<file path="src/rtl/regfile_2r1w_param.sv">
// Parametrised 2-read/1-write register file with registered, enable-gated reads,
// write-first bypass, a sequential clear engine and out-of-range address handling.
// Optional feature macro: REGFILE_R0_ZERO_EN (entry 0 hardwired to zero).
module regfile_2r1w_param #(
  parameter int unsigned WIDTH = 16,
  parameter int unsigned DEPTH = 8,
  parameter int unsigned AW    = 4
) (
  input  logic             CLK,
  input  logic             RSTn,
  input  logic [AW-1:0]    Addr_A,
  input  logic [AW-1:0]    Addr_B,
  input  logic [AW-1:0]    Addr_W,
  input  logic             WR,
  input  logic [WIDTH-1:0] Data_in,
  input  logic             RD_EN,
  input  logic             CLR,
  output logic [WIDTH-1:0] Src,
  output logic [WIDTH-1:0] Dest,
  output logic             Rd_valid,
  output logic             Busy
);

`ifdef REGFILE_R0_ZERO_EN
  localparam bit R0Zero = 1'b1;
`else
  localparam bit R0Zero = 1'b0;
`endif

  localparam logic [AW-1:0] LastIdx = AW'(DEPTH - 1);

  typedef enum logic [0:0] {StIdle, StClear} state_e;

  state_e           state_q, state_d;
  logic [AW-1:0]    cnt_q, cnt_d;
  logic [WIDTH-1:0] mem_q [DEPTH];
  logic [WIDTH-1:0] mem_d [DEPTH];
  logic [WIDTH-1:0] src_q, src_d;
  logic [WIDTH-1:0] dest_q, dest_d;
  logic             rd_valid_q, rd_valid_d;

  logic [DEPTH-1:0] wr_hit;
  logic [WIDTH-1:0] rd_a, rd_b;

  // Per-entry write match; out-of-range addresses never match, entry 0 is
  // excluded when hardwired to zero (which also suppresses its bypass).
  always_comb begin
    wr_hit = '0;
    for (int i = 0; i < DEPTH; i++) begin
      wr_hit[i] = WR && (Addr_W == AW'(i)) && !(R0Zero && (i == 0));
    end
  end

  // Read muxes with write-first bypass; out-of-range addresses read zero.
  always_comb begin
    rd_a = '0;
    rd_b = '0;
    for (int i = 0; i < DEPTH; i++) begin
      if (Addr_A == AW'(i)) rd_a = wr_hit[i] ? Data_in : mem_q[i];
      if (Addr_B == AW'(i)) rd_b = wr_hit[i] ? Data_in : mem_q[i];
    end
  end

  // Next-state logic: normal access in idle, one entry zeroed per cycle in clear.
  always_comb begin
    state_d    = state_q;
    cnt_d      = cnt_q;
    mem_d      = mem_q;
    src_d      = src_q;
    dest_d     = dest_q;
    rd_valid_d = 1'b0;
    unique case (state_q)
      StIdle: begin
        for (int i = 0; i < DEPTH; i++) begin
          if (wr_hit[i]) mem_d[i] = Data_in;
        end
        if (RD_EN) begin
          src_d      = rd_a;
          dest_d     = rd_b;
          rd_valid_d = 1'b1;
        end
        // Same-cycle WR/RD_EN are still serviced; clear takes over afterwards.
        if (CLR) begin
          state_d = StClear;
          cnt_d   = '0;
        end
      end
      StClear: begin
        for (int i = 0; i < DEPTH; i++) begin
          if (cnt_q == AW'(i)) mem_d[i] = '0;
        end
        cnt_d = cnt_q + AW'(1);
        if (cnt_q == LastIdx) state_d = StIdle;
      end
      default: state_d = StIdle;
    endcase
  end

  // State registers with asynchronous active-low reset.
  always_ff @(posedge CLK or negedge RSTn) begin
    if (!RSTn) begin
      state_q    <= StIdle;
      cnt_q      <= '0;
      src_q      <= '0;
      dest_q     <= '0;
      rd_valid_q <= 1'b0;
      for (int i = 0; i < DEPTH; i++) mem_q[i] <= '0;
    end else begin
      state_q    <= state_d;
      cnt_q      <= cnt_d;
      src_q      <= src_d;
      dest_q     <= dest_d;
      rd_valid_q <= rd_valid_d;
      for (int i = 0; i < DEPTH; i++) mem_q[i] <= mem_d[i];
    end
  end

  assign Src      = src_q;
  assign Dest     = dest_q;
  assign Rd_valid = rd_valid_q;
  assign Busy     = (state_q == StClear);

endmodule

</file>
<file path="config.mk">
export PLATFORM = sky130hd
export DESIGN_NAME = regfile_2r1w_param
export DESIGN_NICKNAME = d
export VERILOG_FILES = /design/src/rtl/regfile_2r1w_param.sv
export SDC_FILE = /design/constraint.sdc
export NUM_CORES = 1
export LEC_CHECK = 0
export CAP_MARGIN = 15
export CORE_MARGIN = 1.5
export CORE_UTILIZATION = 59
export CTS_CLUSTER_SIZE = 25
export DETAILED_ROUTE_END_ITERATION = 7
export GPL_ROUTABILITY_DRIVEN = 0
export PLACE_DENSITY = 0.83
export SYNTH_ARGS = -nofsm -noshare
export SYNTH_HDL_FRONTEND = slang
export SYNTH_SLANG_ARGS = --single-unit
</file>
<file path="constraint.sdc">
create_clock -name CLK -period 2.35 [get_ports CLK]
set_input_delay 0.235 -clock CLK [delete_from_list [all_inputs] [get_ports CLK]]
set_output_delay 0.235 -clock CLK [all_outputs]
set_load 0.02 [all_outputs]
</file>
## Word-level counts from Yosys, hierarchy flattened

Cells that the tools add are included.

- Register bits after elaboration: 166
- Input port bits: 33
- Output and inout bits: 34
- Word-level logic and storage cells: 105

- $add $sub $neg: 1
- Equality and inequality tests: 37
- Mux-type cells: 40
- Bitwise gates (word level): 1
- Reduce and logical (&&, ||, !) cells: 13

Operators by type and width:

| cell | count |
|---|---|
| 2-to-1 mux 16 bit | 32 |
| one-hot mux 128 bit (2 select lines) | 1 |
| equality test 4 x 3 -> 1 bit (second input constant) | 16 |
| equality test 4 x 2 -> 1 bit (second input constant) | 8 |
| equality test 4 x 1 -> 1 bit (second input constant) | 4 |
| logical NOT 4 bit | 4 |
| != test 2 x 1 -> 1 bit (second input constant) | 8 |
| logical AND 1 bit | 8 |
| one-hot mux 4 bit (2 select lines) | 1 |
| adder 4 x 1 -> 4 bit (second input constant) | 1 |
| 2-to-1 mux 1 bit | 4 |
| 2-to-1 mux 4 bit | 1 |
| != test 2 bit (second input constant) | 1 |
| one-hot mux 1 bit (2 select lines) | 1 |
| AND reduction 2 bit | 1 |
| inverter 1 bit | 1 |

## Logic depth before layout (Yosys ltp)

Gate-level depths: netlist of run 1.

- Depth in word-level cells: 11
- Depth in mapped cells: 9

## Worst setup path after synthesis of run 1

Ideal clock, no wire load.

- Kind: input port to flip-flop
- Start point: input Addr_W[1]
- End point: register dest_q[14], in the netlist Dest[14]
- Arrival time: 1.646 ns
- Required time: 2.219 ns
- Slack: 0.573 ns
- Stages: 8
- Cells stage by stage: and2_1 > and2_1 > buf_2 > buf_4 > mux2i_1 > o22ai_1 > a222oi_1 > nand2_1

- Longest elaborated chain between the ends: 11
- Elaborated cells on any way between the ends: 32
- Classes of those cells: 7 x eq/ne; 16 x mux; 9 x reduce/logical

RTL lines:

| what | RTL line | text |
|---|---|---|
| start, declared | 13 | `input logic [AW-1:0] Addr_W,` |
| logical NOT 4 bit | 50 | `wr_hit[i] = WR && (Addr_W == AW'(i)) && !(R0Zero && (i == 0));` |
| logical AND 1 bit | 50 |  |
| 2-to-1 mux 16 bit | - |  |
| 2-to-1 mux 16 bit (7 in a row) | 60 | `if (Addr_B == AW'(i)) rd_b = wr_hit[i] ? Data_in : mem_q[i];` |
| 2-to-1 mux 16 bit (*) | 60 |  |
| end signal, assigned | 112 | `dest_q <= dest_d;` |
| end, declared | 39 | `logic [WIDTH-1:0] dest_q, dest_d;` |

Mark *: on every way between the ends. The rest lies on a longest branch, timed or not.
A chain may end at the register's enable or synchronous reset.

## Final worst setup path of run 1

- Start point: input Addr_W[3]
- End point: register dest_q[1], in the netlist Dest[1]

The elaborated chain is that of the path after synthesis.

==> results.json, run 1 <==
{
  "area_growth_pct": 21.4,
  "io_buffers": 66,
  "grtUsageMet1": 0.454,
  "setup_tns_ns": 0,
  "synth_nets": 1062,
  "grt_usage": 0.370,
  "die_area_um2": 16600,
  "avgSynthCellArea_um2": 9.09,
  "synthFlopType": "dfrtp_1",
  "postCtsSetupRepairBufs": 0,
  "hold_viol_final": 0,
  "regArea_um2": 4160,
  "synth_xor_area_frac": 0.00188,
  "cts.clk_slew.worst_paths_ns": 0.07,
  "grt_pass1_wl_mm": 46.8,
  "drive_gt1_frac": 0.129,
  "ff2ff_setup_slack_ns": 0.13,
  "crit_chain": "clkdlybuf4s50_1 -> nor3_2 -> nand2_4 -> mux2i_1 -> o221a_2 -> a2111oi_1 -> o221a_1",
  "slowest_delay_ns": 0.61,
  "utilization": 0.738,
  "max_slew.worst_pin.slew_ns": 0.734,
  "synth_cell_types": 56,
  "synth_top_family_by_area": "compound AO/OA/AOI/OAI gates",
  "async_flop_share": 1.00,
  "cts-root-buf": "clkbuf_16",
  "crit_fanout": 6,
  "fin_nets": 1144,
  "synthMuxAreaShare": 0.146,
  "synthTopCellsByArea": "dfrtp_1 (45%), mux2i_1 (13%), o21ai_0 (8.8%)",
  "cp_top_family": "compound AO/OA/AOI/OAI gates",
  "synth_fa_ha_area_frac": 0.00537,
  "worst_setup_path_end_kind": "flip-flop",
  "nFillCells": 1122,
  "finalSetupViolCount": 0,
  "critPathKind": "in -> reg",
  "violations": "design-rule violations",
  "grt_pass1_vias": 8941,
  "h-tree-depth": 4,
  "worstHoldPathType": "in -> async",
  "drcViolationCount": 1,
  "yosysWarnings": 0,
  "whs_ns": 0.310,
  "grt_max_degree": 80,
  "synth_most_common_cell": "nand2_1",
  "drv_slew": 0,
  "power.density_nw_per_um2": 1100,
  "synth_compound_area_frac": 0.219,
  "syn_inst": 1025,
  "min_period_ns": 2.28,
  "synth_edf_count": 0,
  "diodes": 0,
  "met2_usage": 0.602,
  "maxCapViolCount": 0,
  "critPathLaunchType": "input port",
  "multi_input_area_um2": 4770,
  "synth_top_area_frac": 0.446,
  "first_pass_iters": 8,
  "dp_hpwl_mm": 20.1,
  "vdd_drop_max_v": 0.000752,
  "p_leak_nw": 5.15,
  "clock_skew_ns": 0.00764,
  "synthTopCellsByCount": "nand2_1 (182), dfrtp_1 (166), o21ai_0 (163), mux2i_1 (123), clkbuf_1 (68)",
  "grtUsageMet3": 0.0690,
  "relSlewSlack": 0.511,
  "max_freq_ghz": 0.438,
  "worst_path_max_delay_cell": "a2111oi_1",
  "die_w_um": 129,
  "busiest_layer": "met2",
  "die_y_um": 129,
  "fin_crit_sh": 0.971,
  "drtAntennaViolNets": 0,
  "cts_made_buffers": 17,
  "crit_arrival_ns": 2.66,
  "ctsLongestPathBuffers": 2,
  "initial_core_util": 0.608,
  "cts_tree": "done",
  "core-area_um2": 15300,
  "critPathRequiredTime_ns": 2.73,
  "drt-vias-per-instance": 6.68,
  "overflow": 0,
  "synth-simple-area-share": 0.139,
  "synth-seq-cells": 166,
  "clock_latency_ns": 0.44,
  "detail_route.wl_per_cell_um": 22.0,
  "critPathBufInv": 1,
  "synth.yosys.seq_area_share": 0.446,
  "rsz0062_at_grt": "false",
  "rows": 45,
  "synth_area_um2": 9320,
  "status": "complete, but fails checks",
  "vias": 8890,
  "cts.sinks": 166,
  "synthDominantAreaCellType": "dfrtp_1",
  "wl_mm": 29.2,
  "antenna_found_initial": 0,
  "dr.first_iter.drc_count": 1171,
  "io_pins": 67
}
==> sequential cells by signal, summed over array words and instances, names as in the netlist <==
register / cells
Rd_valid: 1
Busy: 1
mem_q: 128
cnt_q: 4
Src: 16
Dest: 16
==> repair_timing <==
item,4_1_cts,5_1_grt
setup endpoints to repair,1,0
hold endpoints to repair,48,0
hold buffers,1,0
resized for setup,1,0
==> kinds of logic (layout without fill, tap and decap cells) <==
kind of cell               Yosys count  count (layout)
AOI/OAI and AO/OA                  329             329
xor gates and xnor gates             2               2
adders and majority gates            4               4
buffers and inverters               95             190
DFF                                166             166
muxes                              134             134
and+or+nand+nor                    295             295
==> per-stage QoR <==
step	area [um^2]	setup WS [ns]	instances	power [mW]
floorplan	9320	0.573	1025	7.34
global placement	10700	-0.389	1298	9.14
detailed placement	10700	-0.459	1298	9.37
CTS	11300	0.113	1331	12.4
global route	11300	0.0199	1331	13.2
finish	11300	0.0680	1331	12.5
==> report_power, final <==
| part | internal [mW] | total (mW) | switching [mW] |
|---|---|---|---|
| Sequential | 3.98 | 4.68 | 0.699 |
| Combinational | 1.80 | 4.83 | 3.03 |
| Clock | 1.76 | 2.97 | 1.21 |
==> final cells by class <==
type	count	share of cell area
clock inverters	10	0.0125
repair buffers	150	0.130
clock buffers	22	0.0419
flip-flops and latches	166	0.368
well taps	211	0.0233
inverters	8	0.00266
multi-input cells	764	0.422
==> layout by cell type (no fill, tap or decap), types with 5 or more instances in the layout <==
cell type        count
buf_12              14
nor2_1              46
a21oi_1             41
nand4_1              7
nand2_1            182
o22a_1               6
buf_4               69
mux2i_1            123
clkdlybuf4s50_1     65
nor2b_1              6
o22ai_1             22
mux2_2               7
o21bai_1             5
o21ai_0            163
a31oi_1              8
a22oi_1             18
o221ai_1            16
clkbuf_16           17
a221oi_1            13
nand3_1             12
inv_1                7
nor4_1              12
a22o_1              10
o221a_2              6
o221a_1              5
dfrtp_1            165
==> metal layers <==
| layer | vias to the layer above | part of all wire |
|---|---|---|
| met3 | 152 | 0.086 |
| met2 | 608 | 0.48 |
| li1 | 3902 | - |
| met5 | - | 0 |
| met4 | 0 | 0.064 |
| met1 | 4228 | 0.37 |
==> path summary, 6_finish.rpt <==
kind,startpoint,to,cells past startpoint
worst max-delay path,Addr_W[3],Dest[1],7
worst max register to register,Busy,Src[7],6
worst min-delay path,RSTn,cnt_q[3],2
min in group CLK,mem_q[18],mem_q[18],2
worst min register to register,mem_q[18],mem_q[18],2
max in group asynchronous,RSTn,mem_q[79],3
==> worst reg2reg max path: cells and delay by family (launching register included) <==
| family | cells | cell delay, ns |
|---|---|---|
| flops | 1 | 0.45 |
| compound gates | 2 | 0.36 |
| simple gates | 4 | 1.30 |
Note: power is estimated with default switching activity, not from simulation.
==> run 2: changes to the inputs <==
CORE_UTILIZATION = 58   (was 59)
DONT_BUFFER_PORTS = 1   (was default)
PLACE_DENSITY = 0.79   (was 0.83)
clock period = 1.85 ns   (was 2.35 ns; I/O delays follow)
==> run 2 against run 1 <==
The run ends with negative hold slack, negative setup slack left. Via count down 3.7%. Die area up 1.7%. Combinational power increased by 9.5%. Sequential share of layout area increased by 2.5 points. Utilization decreased by 6.7 points. Clock-buffer cell count increased by 3. Total power grew 20%. Highest routed layer unchanged.
==> results.json, run 2 (synthesis results as in run 1) <==
{
  "drive_gt1_frac": 0.131,
  "utilization": 0.672,
  "drcViolationCount": 0,
  "vias": 8559,
  "crit_fanout": 3,
  "clock_skew_ns": 0.00894,
  "grt_max_degree": 167,
  "die_area_um2": 16800,
  "maxCapViolCount": 0,
  "fin_area_um2": 10600,
  "top_layer": "met4",
  "first_pass_iters": 6,
  "cts.sinks": 166,
  "whs_ns": -0.560,
  "worstHoldPathType": "in -> async",
  "setup_tns_ns": -0.0146,
  "finalSetupViolCount": 1,
  "detail_route.wl_per_cell_um": 23.1,
  "rsz0062_at_grt": "true",
  "max_slew.worst_pin.slew_ns": 0.817,
  "p_int_mw": 9.00,
  "violations": "negative hold slack, negative setup slack",
  "switching_share": 0.399,
  "cts_tree": "done",
  "cp-startpoint": "mem_q[123]",
  "die_y_um": 130,
  "area_growth_pct": 13.7,
  "drt-vias-per-instance": 6.76,
  "drv_slew": 0,
  "vdd_drop_max_v": 0.000850,
  "cts.clk_slew.worst_paths_ns": 0.07,
  "antenna_found_initial": 0,
  "p_sw_mw": 5.97,
  "drtAntennaViolNets": 0,
  "critPathRequiredTime_ns": 2.23,
  "worst_setup_path_end_kind": "flip-flop",
  "clkPwrFrac": 0.231,
  "diodes": 0,
  "rows": 46,
  "grt_usage": 0.358,
  "met2_wirelength_mm": 14.0,
  "dp_cells": 1228,
  "power.density_nw_per_um2": 1410,
  "status": "complete, but fails checks",
  "fin_nets": 1074,
  "clock_latency_ns": 0.44,
  "cts_made_buffers": 17,
  "max_freq_ghz": 0.536,
  "hold_viol_final": 166,
  "combPwrFrac": 0.353,
  "cts_hold_buffers": 5,
  "wl_mm": 29.3,
  "io_buffers": 0,
  "seq_power_share": 0.416,
  "fin_cells": 1266,
  "wl_met1_mm": 10.6,
  "dp_hpwl_mm": 19.5,
  "critPathLaunchType": "flip-flop",
  "fin_crit_sh": 1.01,
  "die_w_um": 130,
  "largest_reg_flops": 128,
  "io_pins": 67,
  "core-area_um2": 15800,
  "place_area_um2": 9940,
  "finalPower_mw": 15.0,
  "ctsLongestPathBuffers": 2,
  "grt_pass1_vias": 8595,
  "p_leak_nw": 4.85,
  "initial_core_util": 0.591,
  "grt_pass1_wl_mm": 45.6,
  "post-place-ws_ns": -0.308,
  "cts-root-buf": "clkbuf_16",
  "relSlewSlack": 0.441,
  "dr.first_iter.drc_count": 1040,
  "overflow": 0,
  "crit_arrival_ns": 2.24,
  "layout_common_cells": "nand2_1 (181), dfrtp_1 (165), o21ai_0 (157), mux2i_1 (123), buf_4 (61)",
  "top_register": "mem_q",
  "r2r_start": "mem_q[123]",
  "h-tree-depth": 4,
  "critPathKind": "reg -> reg",
  "worst_slack_ns": -0.0146,
  "min_period_ns": 1.86,
  "wl_met3_mm": 3.02,
  "layout_commonest_cell": "nand2_1"
}
==> run 2: changes by cell type in the layout (fill, tap and decap cells not counted), sizes merged <==
cell and change:
clkbuf +4, clkinv +1, dlygate4sd3 +4, inv -2, clkdlybuf4s50 -65, buf -10
bufinv -2
==> run 2: power groups by stage <==
stage          sequential (mW)  combinational [mW]  clock (mW)
2_1_floorplan             5.98                3.33           0
3_3_place_gp              6.18                4.88           0
3_5_place_dp              6.25                5.04           0
4_1_cts                   6.21                5.11        3.46
5_1_grt                   6.38                5.78        3.59
6_report                  6.22                5.29        3.46
==> run 2: final timing paths <==
check                            end  slack (ns)  cells past startpoint
setup / recovery            Dest[11]       -0.01                      4
hold / removal             mem_q[10]       -0.56                      0
setup reg to reg            Dest[11]       -0.01                      4
hold reg to reg            mem_q[24]        0.48                      2
max in group asynchronous  mem_q[60]        2.18                      0
min in group CLK           mem_q[40]           0                      2
==> run 2: per-layer routing <==
layer	GRT usage	up-vias
met4	0.206	0
met1	0.430	4140
met3	0.0832	122
met2	0.593	542
met5	0	-
li1	-	3755
==> run 2: critical path, stage by stage, from the launching register on <==
cell,delay [ns]
dfrtp_1,0.37
mux2i_1,0.11
o221a_2,0.29
a2111oi_0,0.73
o221a_1,0.30
==> run 2: area by class of cell <==
cell class	instances	area, um^2
Clock inverter	7	68.8
Sequential cell	166	4160
Fill cell	1222	5170
Multi-Input combinational cell	764	4790
Clock buffer	25	495
Timing Repair Buffer	80	785
Inverter	8	30.0
Tap cell	216	270
==> run 2: timing repair <==
item | in CTS | in global routing
buffers inserted | 0 | 0
setup endpoints to repair | 13 | 27
gates cloned | 0 | 1
hold endpoints to repair | 175 | 166
gates resized for setup | 3 | 8
pin swaps | 0 | 2
==> run 3: changes to the inputs <==
SKIP_CTS_REPAIR_TIMING = 1   (was default)
==> run 3 against run 2 <==
The run still ends with negative hold slack, negative setup slack left. Total power is essentially flat. Final cell count is 0.16% lower. Utilization decreased by 0.13 points. Worst setup slack improved by 0.0051 ns. Wire length down 0.61%. Clock power about the same. Global-route usage fell by 0.14 points. Via count about the same. First-iteration DRC count grew 6.9%. Register-to-register slack about the same. Clock-buffer cell count unchanged. Critical endpoint unchanged. Largest power group unchanged.
==> results.json, run 3 (synthesis results as in run 1) <==
{
  "crit_fanout": 3,
  "top_register": "mem_q",
  "maxCapViolCount": 0,
  "hold_viol_final": 167,
  "drt-vias-per-instance": 6.78,
  "p_sw_mw": 5.97,
  "max_freq_ghz": 0.538,
  "drcViolationCount": 0,
  "combPwrFrac": 0.353,
  "layout_commonest_cell": "nand2_1",
  "dr.first_iter.drc_count": 1112,
  "initial_core_util": 0.591,
  "die_area_um2": 16800,
  "cts_made_buffers": 17,
  "antenna_found_initial": 0,
  "drtAntennaViolNets": 0,
  "overflow": 0,
  "grt_pass1_wl_mm": 45.4,
  "p_leak_nw": 4.85,
  "slowest_delay_ns": 0.73,
  "io_pins": 67,
  "post-place-ws_ns": -0.308,
  "worst_path_max_delay_cell": "a2111oi_0",
  "largest_reg_flops": 128,
  "finalPower_mw": 15.0,
  "cts.sinks": 166,
  "clock_skew_ns": 0.00910,
  "grt_pass1_vias": 8577,
  "power.density_nw_per_um2": 1410,
  "die_w_um": 130,
  "relSlewSlack": 0.445,
  "vdd_drop_max_v": 0.000858,
  "worst_slack_ns": -0.00952,
  "max_slew.worst_pin.slew_ns": 0.812,
  "cts.clk_slew.worst_paths_ns": 0.07,
  "die_y_um": 130,
  "fin_nets": 1072,
  "seq_power_share": 0.416,
  "rows": 46,
  "cts_tree": "done",
  "setup_tns_ns": -0.00952,
  "cp_top_family": "compound AO/OA/AOI/OAI gates",
  "clock_latency_ns": 0.44,
  "status": "complete, but fails checks",
  "dp_cells": 1228,
  "ff2ff_setup_slack_ns": -0.01,
  "critPathBufInv": 0,
  "detail_route.wl_per_cell_um": 23.0,
  "switching_share": 0.399,
  "worstHoldPathType": "in -> async",
  "grt_usage": 0.356,
  "diodes": 0,
  "critPathRequiredTime_ns": 2.23,
  "drv_slew": 0,
  "h-tree-depth": 4,
  "vias": 8567,
  "p_int_mw": 9.00,
  "whs_ns": -0.564,
  "worst_setup_path_end_kind": "flip-flop",
  "cts-root-buf": "clkbuf_16",
  "layout_common_cells": "nand2_1 (181), dfrtp_1 (165), o21ai_0 (156), mux2i_1 (123), buf_4 (61)",
  "crit_arrival_ns": 2.24,
  "io_buffers": 0,
  "critPathKind": "reg -> reg",
  "fin_cells": 1264,
  "dp_hpwl_mm": 19.5,
  "finalSetupViolCount": 1,
  "core-area_um2": 15800,
  "violations": "negative hold slack, negative setup slack",
  "first_pass_iters": 6,
  "crit_chain": "mux2i_1 -> o221a_2 -> a2111oi_0 -> o221a_1",
  "rsz0062_at_grt": "true",
  "wl_mm": 29.1,
  "ctsLongestPathBuffers": 2,
  "clkPwrFrac": 0.231,
  "drive_gt1_frac": 0.132,
  "critPathLaunchType": "flip-flop",
  "fin_crit_sh": 1.01,
  "area_growth_pct": 13.5,
  "min_period_ns": 1.86,
  "grt_max_degree": 167
}
## run 3: final cells by class
type / instances / area (um^2)
Fill cell: 1221 / 5190
Sequential cell: 166 / 4160
Clock buffer: 25 / 495
Inverter: 8 / 30.0
Clock inverter: 7 / 68.8
Multi-Input combinational cell: 764 / 4790
Timing Repair Buffer: 78 / 764
Tap cell: 216 / 270
## run 3: layer usage
metal / vias up / routed length [um] / track usage
met5: - / 0 / 0
met3: 133 / 2830 / 0.0841
met1: 4149 / 10700 / 0.427
met2: 529 / 13900 / 0.590
li1: 3756 / - / -
met4: 0 / 1680 / 0.205
## run 3: through the flow
stage / util / area, um^2 / hold slack (ns)
floorplan: - / 9320 / -0.111
global placement: 0.630 / 9940 / -0.105
detailed placement: 0.630 / 9940 / -0.107
CTS: 0.666 / 10500 / -0.564
global route: 0.671 / 10600 / -0.565
finish: 0.671 / 10600 / -0.564
## run 3: power by group through the flow
stage          Clock [mW]  Sequential, mW  Combinational [mW]
2_1_floorplan           0            5.98                3.33
6_report             3.46            6.22                5.29
3_5_place_dp            0            6.25                5.04
3_3_place_gp            0            6.18                4.88
5_1_grt              3.59            6.38                5.77
4_1_cts              3.46            6.21                5.09
## run 3: final timing paths
kind                            depth (start not counted)  startpoint   endpoint
worst max-delay path                                    4  mem_q[123]   Dest[11]
worst min-delay path                                    0        RSTn     Src[1]
worst max register to register                          4  mem_q[123]   Dest[11]
worst min register to register                          2   mem_q[24]  mem_q[24]
max in group asynchronous                               0        RSTn       Busy
min in group CLK                                        2  Data_in[9]  mem_q[57]
